**src/rtl/core_ex_fwd_stage.sv**
```systemverilog
// core_ex_fwd_stage
//   Execute-stage operand forwarding followed by a 2-entry elastic EX/MEM
//   buffer. Each source operand is resolved against NFWD forwarding sources
//   (index 0 is the youngest). If the matching source still has a load
//   pending, the instruction stalls. Resolved operands and an opaque payload
//   are queued, and the head entry is presented downstream.
//
// Ports
//   clk, rest          clock (rising edge), async active-high reset
//   flush              drop buffered and same-cycle incoming instructions
//   in_*               upstream valid/ready, register indices/values, payload
//   fwd_*              per-source rd / write / data_valid / data (slice j)
//   out_*              head entry valid/ready, resolved operands, payload
//   hazard_stall       in_valid && load-use hazard

// Resolves one source operand against the forwarding sources.
module core_ex_fwd_resolve #(
    parameter int XLEN = 32,
    parameter int REGW = 5,
    parameter int NFWD = 2
) (
    input  logic [REGW-1:0]      rs,
    input  logic                 rs_valid,
    input  logic [XLEN-1:0]      rs_value,
    input  logic [NFWD*REGW-1:0] fwd_rd,
    input  logic [NFWD-1:0]      fwd_write,
    input  logic [NFWD-1:0]      fwd_data_valid,
    input  logic [NFWD*XLEN-1:0] fwd_data,
    output logic [XLEN-1:0]      value,
    output logic                 hazard
);
    logic found;

    // Scanning upward while holding the first hit gives younger-first
    // priority. An older match cannot override a younger one, even when the
    // younger one is still waiting on a load.
    always_comb begin
        value  = rs_value;
        hazard = 1'b0;
        found  = 1'b0;
        for (int j = 0; j < NFWD; j++) begin
            if (!found && rs_valid && (rs != '0) && fwd_write[j] &&
                (fwd_rd[j*REGW +: REGW] == rs)) begin
                found = 1'b1;
                if (fwd_data_valid[j]) value  = fwd_data[j*XLEN +: XLEN];
                else                   hazard = 1'b1;
            end
        end
    end
endmodule

module core_ex_fwd_stage #(
    parameter int XLEN = 32,
    parameter int REGW = 5,
    parameter int NFWD = 2,
    parameter int PW   = 48
) (
    input  logic                 clk,
    input  logic                 rest,
    input  logic                 flush,
    input  logic                 in_valid,
    output logic                 in_ready,
    input  logic [REGW-1:0]      in_rs1,
    input  logic [REGW-1:0]      in_rs2,
    input  logic                 in_rs1_valid,
    input  logic                 in_rs2_valid,
    input  logic [XLEN-1:0]      in_rs1_value,
    input  logic [XLEN-1:0]      in_rs2_value,
    input  logic [PW-1:0]        in_payload,
    input  logic [NFWD*REGW-1:0] fwd_rd,
    input  logic [NFWD-1:0]      fwd_write,
    input  logic [NFWD-1:0]      fwd_data_valid,
    input  logic [NFWD*XLEN-1:0] fwd_data,
    output logic                 out_valid,
    input  logic                 out_ready,
    output logic [XLEN-1:0]      out_rs1_value,
    output logic [XLEN-1:0]      out_rs2_value,
    output logic [PW-1:0]        out_payload,
    output logic                 hazard_stall
);
    typedef struct packed {
        logic [XLEN-1:0] rs1;
        logic [XLEN-1:0] rs2;
        logic [PW-1:0]   payload;
    } entry_t;

    typedef enum logic [1:0] {EMPTY = 2'd0, ONE = 2'd1, FULL = 2'd2} state_t;

    state_t          state, state_nx;
    entry_t          mem [2];
    logic            head, tail;
    logic [XLEN-1:0] rs1_res, rs2_res;
    logic            hz1, hz2, hazard;
    logic            accept, pop;

    core_ex_fwd_resolve #(.XLEN(XLEN), .REGW(REGW), .NFWD(NFWD)) u_rs1 (
        .rs(in_rs1), .rs_valid(in_rs1_valid), .rs_value(in_rs1_value),
        .fwd_rd(fwd_rd), .fwd_write(fwd_write), .fwd_data_valid(fwd_data_valid),
        .fwd_data(fwd_data), .value(rs1_res), .hazard(hz1)
    );

    core_ex_fwd_resolve #(.XLEN(XLEN), .REGW(REGW), .NFWD(NFWD)) u_rs2 (
        .rs(in_rs2), .rs_valid(in_rs2_valid), .rs_value(in_rs2_value),
        .fwd_rd(fwd_rd), .fwd_write(fwd_write), .fwd_data_valid(fwd_data_valid),
        .fwd_data(fwd_data), .value(rs2_res), .hazard(hz2)
    );

    // in_ready depends only on local occupancy and the hazard. It has no
    // combinational path from out_ready, so a full buffer refuses input even
    // in a cycle where it is being drained.
    assign hazard       = hz1 | hz2;
    assign in_ready     = (state != FULL) && !hazard;
    assign hazard_stall = in_valid && hazard;
    assign accept       = in_valid && in_ready;
    assign out_valid    = (state != EMPTY);
    assign pop          = out_valid && out_ready;

    assign out_rs1_value = mem[head].rs1;
    assign out_rs2_value = mem[head].rs2;
    assign out_payload   = mem[head].payload;

    always_comb begin
        state_nx = state;
        if (flush) begin
            state_nx = EMPTY;
        end else begin
            case (state)
                EMPTY:   if (accept) state_nx = ONE;
                ONE:     if (accept && !pop) state_nx = FULL;
                         else if (!accept && pop) state_nx = EMPTY;
                FULL:    if (pop) state_nx = ONE;
                default: state_nx = EMPTY;
            endcase
        end
    end

    always_ff @(posedge clk or posedge rest) begin
        if (rest) begin
            state  <= EMPTY;
            head   <= 1'b0;
            tail   <= 1'b0;
            mem[0] <= '0;
            mem[1] <= '0;
        end else begin
            state <= state_nx;
            if (flush) begin
                head <= 1'b0;
                tail <= 1'b0;
            end else begin
                if (accept) begin
                    mem[tail] <= '{rs1: rs1_res, rs2: rs2_res, payload: in_payload};
                    tail      <= ~tail;
                end
                if (pop) head <= ~head;
            end
        end
    end
endmodule

```
**config.mk**
```make
export PLATFORM = sky130hd
export DESIGN_NAME = core_ex_fwd_stage
export DESIGN_NICKNAME = d
export VERILOG_FILES = /design/src/rtl/core_ex_fwd_stage.sv
export SDC_FILE = /design/constraint.sdc
export NUM_CORES = 1
export LEC_CHECK = 0
export ABC_AREA = 0
export CORE_ASPECT_RATIO = 1.25
export CORE_MARGIN = 2
export CORE_UTILIZATION = 35
export CTS_CLUSTER_SIZE = 40
export DETAILED_ROUTE_END_ITERATION = 6
export GPL_ROUTABILITY_DRIVEN = 0
export PLACE_DENSITY = 0.64
export SYNTH_ARGS = -nofsm -noshare
export SYNTH_HDL_FRONTEND = slang
export SYNTH_SLANG_ARGS = --single-unit
export TNS_END_PERCENT = 20
```
**constraint.sdc**
```tcl
create_clock -name clk -period 7.99 [get_ports clk]
set_input_delay 0.799 -clock clk [delete_from_list [all_inputs] [get_ports clk]]
set_output_delay 0.799 -clock clk [all_outputs]
set_load 0.02 [all_outputs]
```
==> reports/qor.yml <==
timing:
  fin_tns_setup_ps: 0
  rsz0062_at_grt: "no"
  worst_pin_slew_ps: 959
  hold_ws_ps: 476
  period_share: 0.551
  finalHoldViolations: 0
  max_freq_ghz: 0.227
  setup-violations-final: 0
  slew_viol_final: 0
  fin_ws_ps: 3590
  fin_crit_ps: 4400
  clock_skew_ps: 8.88
  slew_headroom: 0.361
grt:
  antenna_found_initial: 1
  grt.total_usage: 0.181
  grt_max_degree: 104
  grt-ovfl-total: 0
  grt_pass1_wl_um: 48600
  grt_pass1_vias: 9098
floorplanning:
  core.rowCount: 73
  coreArea_um2: 31900
  design.die.area_um2: 33900
  die_h_um: 205
  start_util: 0.356
  die_w_um: 165
  ios: 322
synthesis:
  syn_nets: 1296
  synth_top_area_cell: "dfrtp_1"
  synth_area_per_cell_um2: 10.4
  ys_seq_area_frac: 0.503
  yosysTopAreaCellShare: 0.503
  synth_area_leaders: "dfrtp_1 (50%), mux2_2 (14%), mux2i_1 (11%), o21ai_0 (8.5%), nand2_1 (6.5%)"
  synthDistinctLibCells: 39
  netlist_instances: 1088
  synth.ff_latch_count: 228
  ys_warn_count: 0
  syn_area_um2: 11300
power_and_ir_drop:
  clkPwrFrac: 0.281
  seqPwrFrac: 0.406
  power.leakage_uw: 0.00657
  vdd_drop_max_v: 0.000217
  switching_share: 0.301
  power.density_nw_per_um2: 251
  internal_power_uw: 2760
  total_power_uw: 3950
  p_sw_uw: 1190
  comb_power_share: 0.313
final_layout:
  area_growth_pct: 38.4
  nNetsFinal: 1588
  fin_util: 0.492
  final_cell_mix: "clkdlybuf4s50_1 (321), dfrtp_1 (227), nand2_1 (195)"
  final_common_cell: "clkdlybuf4s50_1"
  drive_above_1_share: 0.145
clock_tree:
  clkSinkCount: 228
  cts_resized: 0
  insertion_delay_ps: 520
  cts_hold_buf: 0
  clk_path_buf_depth: 3
  cts_tree: "yes"
  cts_buffers: 24
  htree_levels: 1
  path_clk_slew_ps: 60
  cts_setup_buffers: 0
  root_buffer: "clkbuf_16"
detailed_routing:
  routedWlPerCell_um: 17.0
  drt-vias-per-instance: 4.83
  ant_nets: 0
  drt_iter0_markers: 362
  dr.pass1.iters: 4
  dr_total_vias: 8744
  wl_um: 30800
  drc: 0
worst_setup_path:
  required_ps: 7190
  cp.arrival_ps: 3600
  worst_setup_path_start_kind: "primary input"
  path_max_fanout: 4
  endpoint_kind: "primary output"
  worstSetupPathType: "primary input to primary output"
place:
  place_ws_ps: 3390
  dpl.hpwl_um: 22100
  port_buffers: 321
hold_path:
  min_path_type: "register to register"
flow_run:
  maxCapViolations: 0
run_status:
  status: "complete, no violations"
sequential cells by signal (all words and copies together) (netlist names):
signal and flops:
state 2, head 1, mem 224, tail 1
synth_stat cells (all sizes together):
| cell | number |
|---|---|
| a21o | 1 |
| a21oi | 2 |
| a221oi | 1 |
| a22oi | 1 |
| and2 | 2 |
| and4 | 2 |
| buf | 26 |
| clkbuf | 43 |
| dfrtp | 228 |
| ha | 1 |
| inv | 65 |
| mux2 | 144 |
| mux2i | 128 |
| nand2 | 195 |
| nand2b | 3 |
| nand3 | 6 |
| nand3b | 1 |
| nand4 | 2 |
| nor2 | 7 |
| nor2b | 1 |
| nor3 | 4 |
| nor4 | 1 |
| nor4b | 1 |
| o211ai | 1 |
| o21a | 1 |
| o21ai | 193 |
| o21bai | 1 |
| o22a | 1 |
| or2 | 1 |
| or3 | 1 |
| or4 | 2 |
| or4b | 1 |
| xnor2 | 11 |
| xor2 | 10 |
metal layers:
| layer | up-vias | part of all wire | routed length (um) | track usage |
|---|---|---|---|---|
| met5 | - | 0 | 0 | 0 |
| met4 | 0 | 0.025 | 762 | 0.0472 |
| met3 | 48 | 0.085 | 2620 | 0.0609 |
| met2 | 236 | 0.48 | 14900 | 0.310 |
| met1 | 4183 | 0.41 | 12600 | 0.219 |
| li1 | 4277 | - | - | - |
metrics by stage:
| stage | instance area, um^2 | cells |
|---|---|---|
| CTS | 15700 | 1809 |
| floorplan | 11300 | 1088 |
| global route | 15700 | 1810 |
| detailed placement | 14900 | 1766 |
| global placement | 14900 | 1766 |
| finish | 15700 | 1810 |
power groups by stage:
stage / registers, uW / logic [uW] / clock network, uW
floorplan: 1570 / 715 / 0
global placement: 1610 / 1230 / 0
detailed placement: 1620 / 1250 / 0
CTS: 1600 / 1260 / 1150
global route: 1640 / 1350 / 1190
finish: 1600 / 1240 / 1110
worst max-delay path, cell delays in order:
cell and delay [ps]:
clkdlybuf4s50_1 470, or4_1 540, o21ai_1 260, nor3_1 140
a22oi_2 190, nor2_1 120, nor2_1 270, and2_1 190
clkdlybuf4s50_1 610
final timing paths:
path	endpoint	cells past startpoint	from	slack, ps
hold reg to reg	mem[78]	2	mem[78]	480
setup reg to reg	mem[47]	7	state[0]	5100
setup / recovery	in_ready	9	in_rs2[0]	3590
hold / removal	mem[78]	2	mem[78]	480
min in group asynchronous	mem[148]	2	rest	790
max in group asynchronous	head	3	rest	5790
cell families after synthesis:
kind of cell	share of synthesized area
mux	0.256
flops	0.503
compound gates	0.0913
simple gates	0.0840
fa+ha+maj	0.00110
xor+xnor	0.0162
buf+inv	0.0486
area by class of cell:
cell class	instances	area (um^2)
fillers	2979	16200
diodes	1	2.50
multi-input cells	726	5100
clock inverters	3	15.0
clock buffers	40	782
flip-flops and latches	228	5710
repair buffers	335	3320
inverters	65	251
well taps	412	515
Power figures use the tool's default switching activity.
